## config.mk

```make
export PLATFORM = sky130hd
export DESIGN_NAME = bnn_qkv_engine
export DESIGN_NICKNAME = d
export VERILOG_FILES = /design/src/rtl/bnn_qkv_engine.sv
export SDC_FILE = /design/constraint.sdc
export NUM_CORES = 1
export LEC_CHECK = 0
export BUFFER_PORTS_ARGS = -buffer_cell sky130_fd_sc_hd__buf_4
export CAP_MARGIN = 20
export CORE_AREA = 2 2 334 336
export DETAILED_ROUTE_END_ITERATION = 8
export DIE_AREA = 0 0 336 338
export GPL_TIMING_DRIVEN = 1
export HOLD_SLACK_MARGIN = 0.12
export MAX_ROUTING_LAYER = met4
export PLACE_DENSITY = 0.54
export SYNTH_ARGS = -nofsm -noshare
export SYNTH_HDL_FRONTEND = slang
export SYNTH_SLANG_ARGS = --single-unit
export TNS_END_PERCENT = 100
```

## constraint.sdc

```tcl
create_clock -name clk -period 5.9 [get_ports clk]
set_input_delay 1.18 -clock clk [delete_from_list [all_inputs] [get_ports clk]]
set_output_delay 1.18 -clock clk [all_outputs]
set_load 0.01 [all_outputs]
```

## src/rtl/bnn_qkv_engine.sv

```systemverilog
// Binarised Q/K/V projection: XNOR-popcount of each token against one selected weight row, 2-cycle latency, valid/ready on both sides.
// Optional QKV_POPCNT_OUT_EN adds registered raw popcount outputs q_pop/k_pop/v_pop.
module bnn_qkv_engine #(
  parameter int IN_W    = 16,
  parameter int OUT_W   = 16,
  parameter int NUM_BLK = 8,
  parameter int SEQ_LEN = 30
) (
  input  logic                          clk,
  input  logic                          rst_n,
  input  logic                          in_valid,
  output logic                          in_ready,
  input  logic [IN_W-1:0]               in_data,
  input  logic [$clog2(NUM_BLK)-1:0]    block_sel,
  output logic                          w_en,
  output logic [$clog2(NUM_BLK)-1:0]    w_addr,
  input  logic [3*OUT_W*IN_W-1:0]       w_data,
  output logic [OUT_W-1:0]              q_out,
  output logic [OUT_W-1:0]              k_out,
  output logic [OUT_W-1:0]              v_out,
  output logic                          out_valid,
  input  logic                          out_ready,
  output logic                          out_last,
  output logic                          done,
  input  logic                          clear
`ifdef QKV_POPCNT_OUT_EN
  ,
  output logic [OUT_W*$clog2(IN_W+1)-1:0] q_pop,
  output logic [OUT_W*$clog2(IN_W+1)-1:0] k_pop,
  output logic [OUT_W*$clog2(IN_W+1)-1:0] v_pop
`endif
);

  localparam int PW   = $clog2(IN_W+1);
  localparam int CW   = $clog2(SEQ_LEN);
  localparam int WROW = OUT_W*IN_W;
  localparam logic [CW-1:0] LAST = CW'(SEQ_LEN-1);

  logic              s1_vld_q, s1_vld_d;
  logic [IN_W-1:0]   s1_dat_q, s1_dat_d;
  logic              out_vld_q, out_vld_d;
  logic [OUT_W-1:0]  q_q, q_d, k_q, k_d, v_q, v_d;
  logic [CW-1:0]     cnt_q, cnt_d;
  logic              done_q, done_d;

  logic              accept, advance, out_hs;
  logic [PW-1:0]     q_pc [OUT_W];
  logic [PW-1:0]     k_pc [OUT_W];
  logic [PW-1:0]     v_pc [OUT_W];
  logic [OUT_W-1:0]  q_bit, k_bit, v_bit;

  function automatic logic [PW-1:0] popcnt(input logic [IN_W-1:0] x);
    logic [PW-1:0] c;
    c = '0;
    for (int j = 0; j < IN_W; j++) c = c + {{(PW-1){1'b0}}, x[j]};
    return c;
  endfunction

  // 2*pop >= IN_W, done one bit wider so nothing can wrap
  function automatic logic ge_half(input logic [PW-1:0] p);
    return {p, 1'b0} >= (PW+1)'(IN_W);
  endfunction

  // Stage 1 only drains when the output register is free or being consumed
  assign advance  = s1_vld_q && (!out_vld_q || out_ready);
  assign in_ready = !s1_vld_q || advance;
  assign accept   = in_valid && in_ready;
  assign out_hs   = out_vld_q && out_ready;

  // The weight read is issued in the acceptance cycle so the row lines up with stage 1
  assign w_en   = accept && rst_n;
  assign w_addr = w_en ? block_sel : '0;

  always_comb begin
    q_bit = '0;
    k_bit = '0;
    v_bit = '0;
    for (int i = 0; i < OUT_W; i++) begin
      q_pc[i]  = popcnt(~(w_data[i*IN_W +: IN_W] ^ s1_dat_q));
      k_pc[i]  = popcnt(~(w_data[WROW + i*IN_W +: IN_W] ^ s1_dat_q));
      v_pc[i]  = popcnt(~(w_data[2*WROW + i*IN_W +: IN_W] ^ s1_dat_q));
      q_bit[i] = ge_half(q_pc[i]);
      k_bit[i] = ge_half(k_pc[i]);
      v_bit[i] = ge_half(v_pc[i]);
    end
  end

  always_comb begin
    s1_vld_d = s1_vld_q;
    s1_dat_d = s1_dat_q;
    if (accept) begin
      s1_vld_d = 1'b1;
      s1_dat_d = in_data;
    end else if (advance) begin
      s1_vld_d = 1'b0;
    end

    out_vld_d = advance || (out_vld_q && !out_ready);
    q_d = q_q;
    k_d = k_q;
    v_d = v_q;
    if (advance) begin
      q_d = q_bit;
      k_d = k_bit;
      v_d = v_bit;
    end

    // clear takes priority over a coinciding last handshake
    cnt_d  = cnt_q;
    done_d = done_q;
    if (clear) begin
      cnt_d  = '0;
      done_d = 1'b0;
    end else if (out_hs) begin
      if (cnt_q == LAST) begin
        cnt_d  = '0;
        done_d = 1'b1;
      end else begin
        cnt_d = cnt_q + CW'(1);
      end
    end
  end

  always_ff @(posedge clk or negedge rst_n) begin
    if (!rst_n) begin
      s1_vld_q  <= 1'b0;
      s1_dat_q  <= '0;
      out_vld_q <= 1'b0;
      q_q       <= '0;
      k_q       <= '0;
      v_q       <= '0;
      cnt_q     <= '0;
      done_q    <= 1'b0;
    end else begin
      s1_vld_q  <= s1_vld_d;
      s1_dat_q  <= s1_dat_d;
      out_vld_q <= out_vld_d;
      q_q       <= q_d;
      k_q       <= k_d;
      v_q       <= v_d;
      cnt_q     <= cnt_d;
      done_q    <= done_d;
    end
  end

  assign q_out     = q_q;
  assign k_out     = k_q;
  assign v_out     = v_q;
  assign out_valid = out_vld_q;
  assign out_last  = out_vld_q && (cnt_q == LAST);
  assign done      = done_q;

`ifdef QKV_POPCNT_OUT_EN
  logic [OUT_W*PW-1:0] q_pop_q, q_pop_d, k_pop_q, k_pop_d, v_pop_q, v_pop_d;

  always_comb begin
    q_pop_d = q_pop_q;
    k_pop_d = k_pop_q;
    v_pop_d = v_pop_q;
    if (advance) begin
      for (int i = 0; i < OUT_W; i++) begin
        q_pop_d[i*PW +: PW] = q_pc[i];
        k_pop_d[i*PW +: PW] = k_pc[i];
        v_pop_d[i*PW +: PW] = v_pc[i];
      end
    end
  end

  always_ff @(posedge clk or negedge rst_n) begin
    if (!rst_n) begin
      q_pop_q <= '0;
      k_pop_q <= '0;
      v_pop_q <= '0;
    end else begin
      q_pop_q <= q_pop_d;
      k_pop_q <= k_pop_d;
      v_pop_q <= v_pop_d;
    end
  end

  assign q_pop = q_pop_q;
  assign k_pop = k_pop_q;
  assign v_pop = v_pop_q;
`endif

endmodule

```

==> flow_summary.toml, run 1 <==
[drt]
via_count = 20900
firstDrtPassIters = 5
vias_per_cell = 4.21
avgRoutedWirePerCell_um = 21.1
ant_nets = 0
wirelength_mm = 105
drt_iter0_drc = 765
drcViolationCount = 0

[power_and_ir_drop]
switching_power_mw = 11.9
power.share.clock_pct = 3.0
irDropWorstVdd_mv = 0.239
design_power_total_mw = 21.5
seq_power_share_pct = 5.1
combPwrFrac_pct = 91.9
power.leakage_nw = 16.5
internal_power_mw = 9.53
p_sw_share_pct = 55.6
cellPowerDensity_nw_per_um2 = 612

[timing]
fin_crit_sh_pct = 82.3
tns_ps = 0
worst_pin_slew_ps = 1100
maxSlewHeadroom_pct = 26.4
finalMaxSlewViolations = 0
finalWorstSetupSlack_ps = 1050
rsz0062_at_grt = "no"
skew_ps = 8.95
setup_viol = 0
post-route-min-period_ps = 4850
holdWs_ps = 537
finalHoldViolations = 0
max_freq_mhz = 206

[final_layout]
final_cell_mix = "buf_4 (873), inv_1 (578), xnor2_1 (528), fa_1 (480), ha_1 (242)"
synthToLayoutAreaGrowth_pct = 31.6
fillCellCount = 11500
nNetsFinal = 4986
multiInputGateArea_sq_um = 22100
mostFrequentLayoutCell = "buf_4"
area.sequential_sq_um = 1870
drive_above_1_share_pct = 26.8
instances_no_fill = 4976

[cts]
post_cts_resized = 0
numCtsBuffers = 9
clock_sinks = 72
cts_tree = "done"
clockBufferDepth = 2
postCtsSetupRepairBufs = 0
htreeDepth = 3
clk_pin_slew_ps = 80
postCtsHoldBufs = 0
clock_latency_ps = 400
cts_root_buffer = "clkbuf_16"

[run_status]
status = "complete, no violations"

[placed_design]
dp_hpwl_mm = 88.1
dp_slack_ps = 760
dp_cells = 4949
gp_congestion = 0.918
port_buffers = 847

[logic_synthesis]
ys_seq_area_share_pct = 6.76
syn_avg_cell_area_sq_um = 9.85
syn-num-nets = 4220
yosys_most_used_dff = "dfrtp_1"
syn_area_sq_um = 26700
syn_inst = 2706
ys_async_sr_fraction_pct = 100
ys_ff_latch = 72
synth_edf_count = 0
ys_warn_count = 0
synth.distinct_cells = 36

[die]
ioPinCount = 848
die_h_um = 338
rows = 122
initial_utilization_pct = 24.2
core_area_sq_um = 110000
die_w_um = 336
die_area_sq_um = 114000

[global_route]
antenna_found_initial = 13
grt_util_all_layers_pct = 19.0
grt_max_degree = 71
grt_overflow = 0
grt_pass1_wl_mm = 151
grt_pass1_vias = 23400

[critical_path]
worstPathMaxFanout = 28
worst-endpoint-required_ps = 6210
crit_path_start_kind = "flop"
worstPathArrival_ps = 5160
critical_path_class = "flop to flop"
end_kind = "flop"

[min_path]
hp-class = "flop to flop"

[run]
drv_cap = 0
[power groups by stage]
stage | Clock [mW] | Sequential (mW) | Combinational (mW)
global route | 0.690 | 1.14 | 23.4
detailed placement | 0 | 1.12 | 20.0
floorplan | 0 | 0.882 | 15.1
global placement | 0 | 1.12 | 19.5
CTS | 0.684 | 1.12 | 20.1
finish | 0.634 | 1.10 | 19.7
[worst max-delay path, cell delays in order (launching register included)]
cell,delay (ps)
dfrtp_4,1030
buf_4,350
xnor2_1,170
fa_1,520
fa_1,540
inv_1,60
fa_1,480
inv_1,60
fa_1,530
ha_1,180
inv_1,60
fa_1,350
nand3b_1,110
nor3_1,50
a211oi_1,260
[cell type report]
class	instances	share of cell area, %
timing repair buffer	885	19.4
clock inverter	7	0.196
multi-input combinational	1925	62.9
sequential	72	5.32
antenna	11	0.0785
clock buffer	9	0.642
inverter	579	6.20
tap	1488	5.31
[state kept, by name, indices dropped and copies added, names as in the netlist]
name       flops
q_out         16
cnt_q          5
out_valid      1
s1_dat_q      16
v_out         16
s1_vld_q       1
done           1
k_out         16
[layer usage]
metal	track usage (%)	share of wire [%]	vias to the layer above
met5	-	0	-
met4	7.08	3.7	0
met3	3.94	5.9	128
met2	32.1	50	638
met1	22.2	41	10600
li1	-	-	9626
[synth_stat cells, drive strengths merged, types with 4 or more instances]
cell type	n	area (sq um)
nand3b	16	124
a211oi	48	360
nand2	37	139
nor3	15	75.1
fa	480	9610
dfrtp	72	1800
mux2	16	218
nand3	7	35.0
buf	99	515
ha	242	3030
and2	4	25.0
o2111a	48	541
nor2	98	368
nor4	33	206
inv	579	2170
clkbuf	31	116
xor2	240	2100
xnor2	528	4620
a21oi	98	490
[final timing paths]
kind | from | endpoint | slack, ps | cells after the start
min | done | done | 540 | 2
min in group asynchronous | rst_n | k_out[3] | 630 | 1
min reg2reg | done | done | 540 | 2
max | s1_dat_q[15] | k_out[6] | 1050 | 14
max reg2reg | s1_dat_q[15] | k_out[6] | 1050 | 14
max in group asynchronous | rst_n | s1_dat_q[10] | 4420 | 2
[cell families (layout without fill, tap and decap cells)]
group / count (synthesis) / in the layout / synth area share [%]
flip-flops: 72 / 72 / 6.76
multiplexers: 16 / 16 / 0.817
AND/OR/NAND/NOR: 218 / 218 / 3.86
other: 0 / 11 / 0
XOR/XNOR: 768 / 768 / 25.2
AO/OA/AOI/OAI: 201 / 201 / 5.41
adder cells (fa/ha/maj): 722 / 722 / 47.4
buffers and inverters: 709 / 1480 / 10.5
[stage by stage]
step | cell area, sq um | util [%]
3_3_place_gp | 34800 | 31.6
4_1_cts | 35100 | 31.8
2_1_floorplan | 26700 | -
5_1_grt | 35100 | 31.9
6_report | 35100 | 31.9
3_5_place_dp | 34800 | 31.6
Power figures use the tool's default switching activity.
==> inputs of run 2 (changes only) <==
--- a/config.mk
+++ b/config.mk
@@ -5,6 +5,7 @@
 export SDC_FILE = /design/constraint.sdc
 export NUM_CORES = 1
 export LEC_CHECK = 0
+export ABC_AREA = 1
 export BUFFER_PORTS_ARGS = -buffer_cell sky130_fd_sc_hd__buf_4
 export CAP_MARGIN = 20
 export CORE_AREA = 2 2 334 336
==> constraint.sdc (replaced) <==
create_clock -name clk -period 5.05 [get_ports clk]
set_input_delay 1.01 -clock clk [delete_from_list [all_inputs] [get_ports clk]]
set_output_delay 1.01 -clock clk [all_outputs]
set_load 0.01 [all_outputs]
==> run 2 against run 1 <==
Compared with the run above:
- hold slack lost 20 ps
- largest power group unchanged
- global-route usage shrank 0.35 points
- synthesized cell count grew 6.5%
- count of clock-buffer cells in the layout grew 3
- area after synthesis grew 0.32%
- critical endpoint is now k_out[1]
==> flow_summary.toml, run 2 <==
[run_status]
status = "complete, no violations"

[logic_synthesis]
ys_warn_count = 0
syn_area_sq_um = 26700
syn_inst = 2881
synth_xor_area_share_pct = 25.2
synth_top_family_by_area = "adder cells"
synth_compound_area_share_pct = 1.92
ys_async_sr_fraction_pct = 100
syn_avg_cell_area_sq_um = 9.28
yosys.area_share.simple_pct = 7.53
synthTopCellsByCount = "inv_1 (637), xnor2_1 (528), fa_1 (480)"
yosys_most_used_dff = "dfrtp_1"
synth_fa_ha_area_share_pct = 47.3
syn-num-nets = 4395
synth_top_area_share_pct = 35.9
netlist_top_cells_area = "fa_1 (36%), xnor2_1 (17%), ha_1 (11%)"
yosysMostFrequentCell = "inv_1"
muxShareOfSynthArea_pct = 0
synth.distinct_cells = 20
ys_ff_latch = 72
synth_edf_count = 0
ys_seq_area_share_pct = 6.74
yosysTopAreaCell = "fa_1"

[final_layout]
synthToLayoutAreaGrowth_pct = 32.0
drive_above_1_share_pct = 25.2
instances_no_fill = 5172
mostFrequentLayoutCell = "buf_4"
nNetsFinal = 5181
final_cell_mix = "buf_4 (875), inv_1 (637), xnor2_1 (528), fa_1 (480), ha_1 (242)"

[cts]
post_cts_resized = 0
cts_root_buffer = "clkbuf_16"
cts_tree = "done"
postCtsSetupRepairBufs = 0
clock_sinks = 72
htreeDepth = 3
numCtsBuffers = 9
clk_pin_slew_ps = 80
clockBufferDepth = 2
postCtsHoldBufs = 0
clock_latency_ps = 380

[global_route]
antenna_found_initial = 14
grt_overflow = 0
grt_pass1_wl_mm = 147
grt_util_all_layers_pct = 18.6
grt_pass1_vias = 23300
grt_max_degree = 50

[die]
ioPinCount = 848
die_h_um = 338
core_area_sq_um = 110000
rows = 122
die_area_sq_um = 114000
initial_utilization_pct = 24.3
die_w_um = 336

[drt]
wirelength_mm = 104
avgRoutedWirePerCell_um = 20.1
drcViolationCount = 0
firstDrtPassIters = 5
ant_nets = 0
drt_iter0_drc = 629
via_count = 21000
vias_per_cell = 4.06

[timing]
finalHoldViolations = 0
tns_ps = 0
holdWs_ps = 517
skew_ps = 14.0
setup_viol = 0
post-route-min-period_ps = 4530
finalMaxSlewViolations = 0
rsz0062_at_grt = "no"
worst_pin_slew_ps = 1070
maxSlewHeadroom_pct = 28.7
fin_crit_sh_pct = 89.7
max_freq_mhz = 221
finalWorstSetupSlack_ps = 518

[critical_path]
cp_common_cell = "fa_1"
worst-endpoint-required_ps = 5360
end_kind = "flop"
path_cells = "buf_4 > xnor2_1 > fa_1 > inv_1 > fa_1 > fa_1 > inv_1 > fa_1 > ha_1 > inv_1 > fa_1 > nand3_1 > nand2_1 > a21oi_1"
r2r_end = "k_out[1]"
worstPathArrival_ps = 4840
worst_r2r_path_depth = 14
rr_startpoint = "s1_dat_q[1]"
crit_end = "k_out[1]"
worstSetupStartpoint = "s1_dat_q[1]"
worstPathMaxFanout = 28
slowest_stage = "fa_1"
crit_path_start_kind = "flop"
cpPeakStageDelay_ps = 650
reg2reg_slack_ps = 520
critical_path_class = "flop to flop"

[run]
drv_cap = 0

[placed_design]
dp_cells = 5144
dp_slack_ps = 399
dp_hpwl_mm = 87.2
port_buffers = 847
gp_congestion = 0.899

[power_and_ir_drop]
irDropWorstVdd_mv = 0.298
power.leakage_nw = 17.1
cellPowerDensity_nw_per_um2 = 711

[min_path]
hp-class = "flop to flop"
[run 2: cells by family (layout without fill, tap and decap cells)]
logic type,Yosys count,in the layout
adder cells (fa/ha/maj),722,722
buffers and inverters,754,1545
other,0,12
flip-flops,72,72
AO/OA/AOI/OAI,102,102
XOR/XNOR,769,769
AND/OR/NAND/NOR,462,462
[run 2: power by group]
group	internal (mW)	switching [mW]
registers	0.829	0.332
clock network	0.464	0.374
logic	10.1	13.0
total	11.4	13.7
[run 2: cell type report]
type                            count  area [sq um]
Fill cell                       11600         74800
Sequential cell                    72          1870
Inverter                          638          2390
Multi-Input combinational cell   2055         21900
Clock inverter                      4          76.3
Timing Repair Buffer              891          6890
Clock buffer                       12           256
Tap cell                         1488          1860
Antenna cell                       12          30.0
[run 2: critical path: cells and delay by family, from the launching register on]
family                     cells  cell delay (ps)
AOI/OAI and AO/OA              1              130
xor gates and xnor gates       1              190
adders and majority gates      6             2750
buffers and inverters          4              720
DFF                            1              430
and+or+nand+nor                2              140
[run 2: worst min-delay path by stage]
stage          cells past startpoint  slack [ps]       from        end
2_1_floorplan                      2         510   s1_vld_q  out_valid
3_5_place_dp                       2         510       done       done
6_report                           2         520       done       done
4_1_cts                            2         520       done       done
5_1_grt                            2         550  v_out[13]  v_out[13]
3_3_place_gp                       2         510       done       done
[run 2: layer usage]
layer  vias up  GRT usage [%]  share of wire [%]
li1       9876              -                  -
met3       125           3.87                5.5
met5         -              -                  0
met4         0           6.58                3.1
met1     10400           20.8                 40
met2       607           32.8                 52
[run 2: through the flow]
step                      total power, mW  util [%]  area (sq um)
after global routing                 29.7      32.1         35300
after detailed placement             24.7      31.7         34900
final                                25.1      32.1         35300
after CTS                            25.7      32.0         35300
after floorplan                      18.8         -         26700
after global placement               24.0      31.7         34900
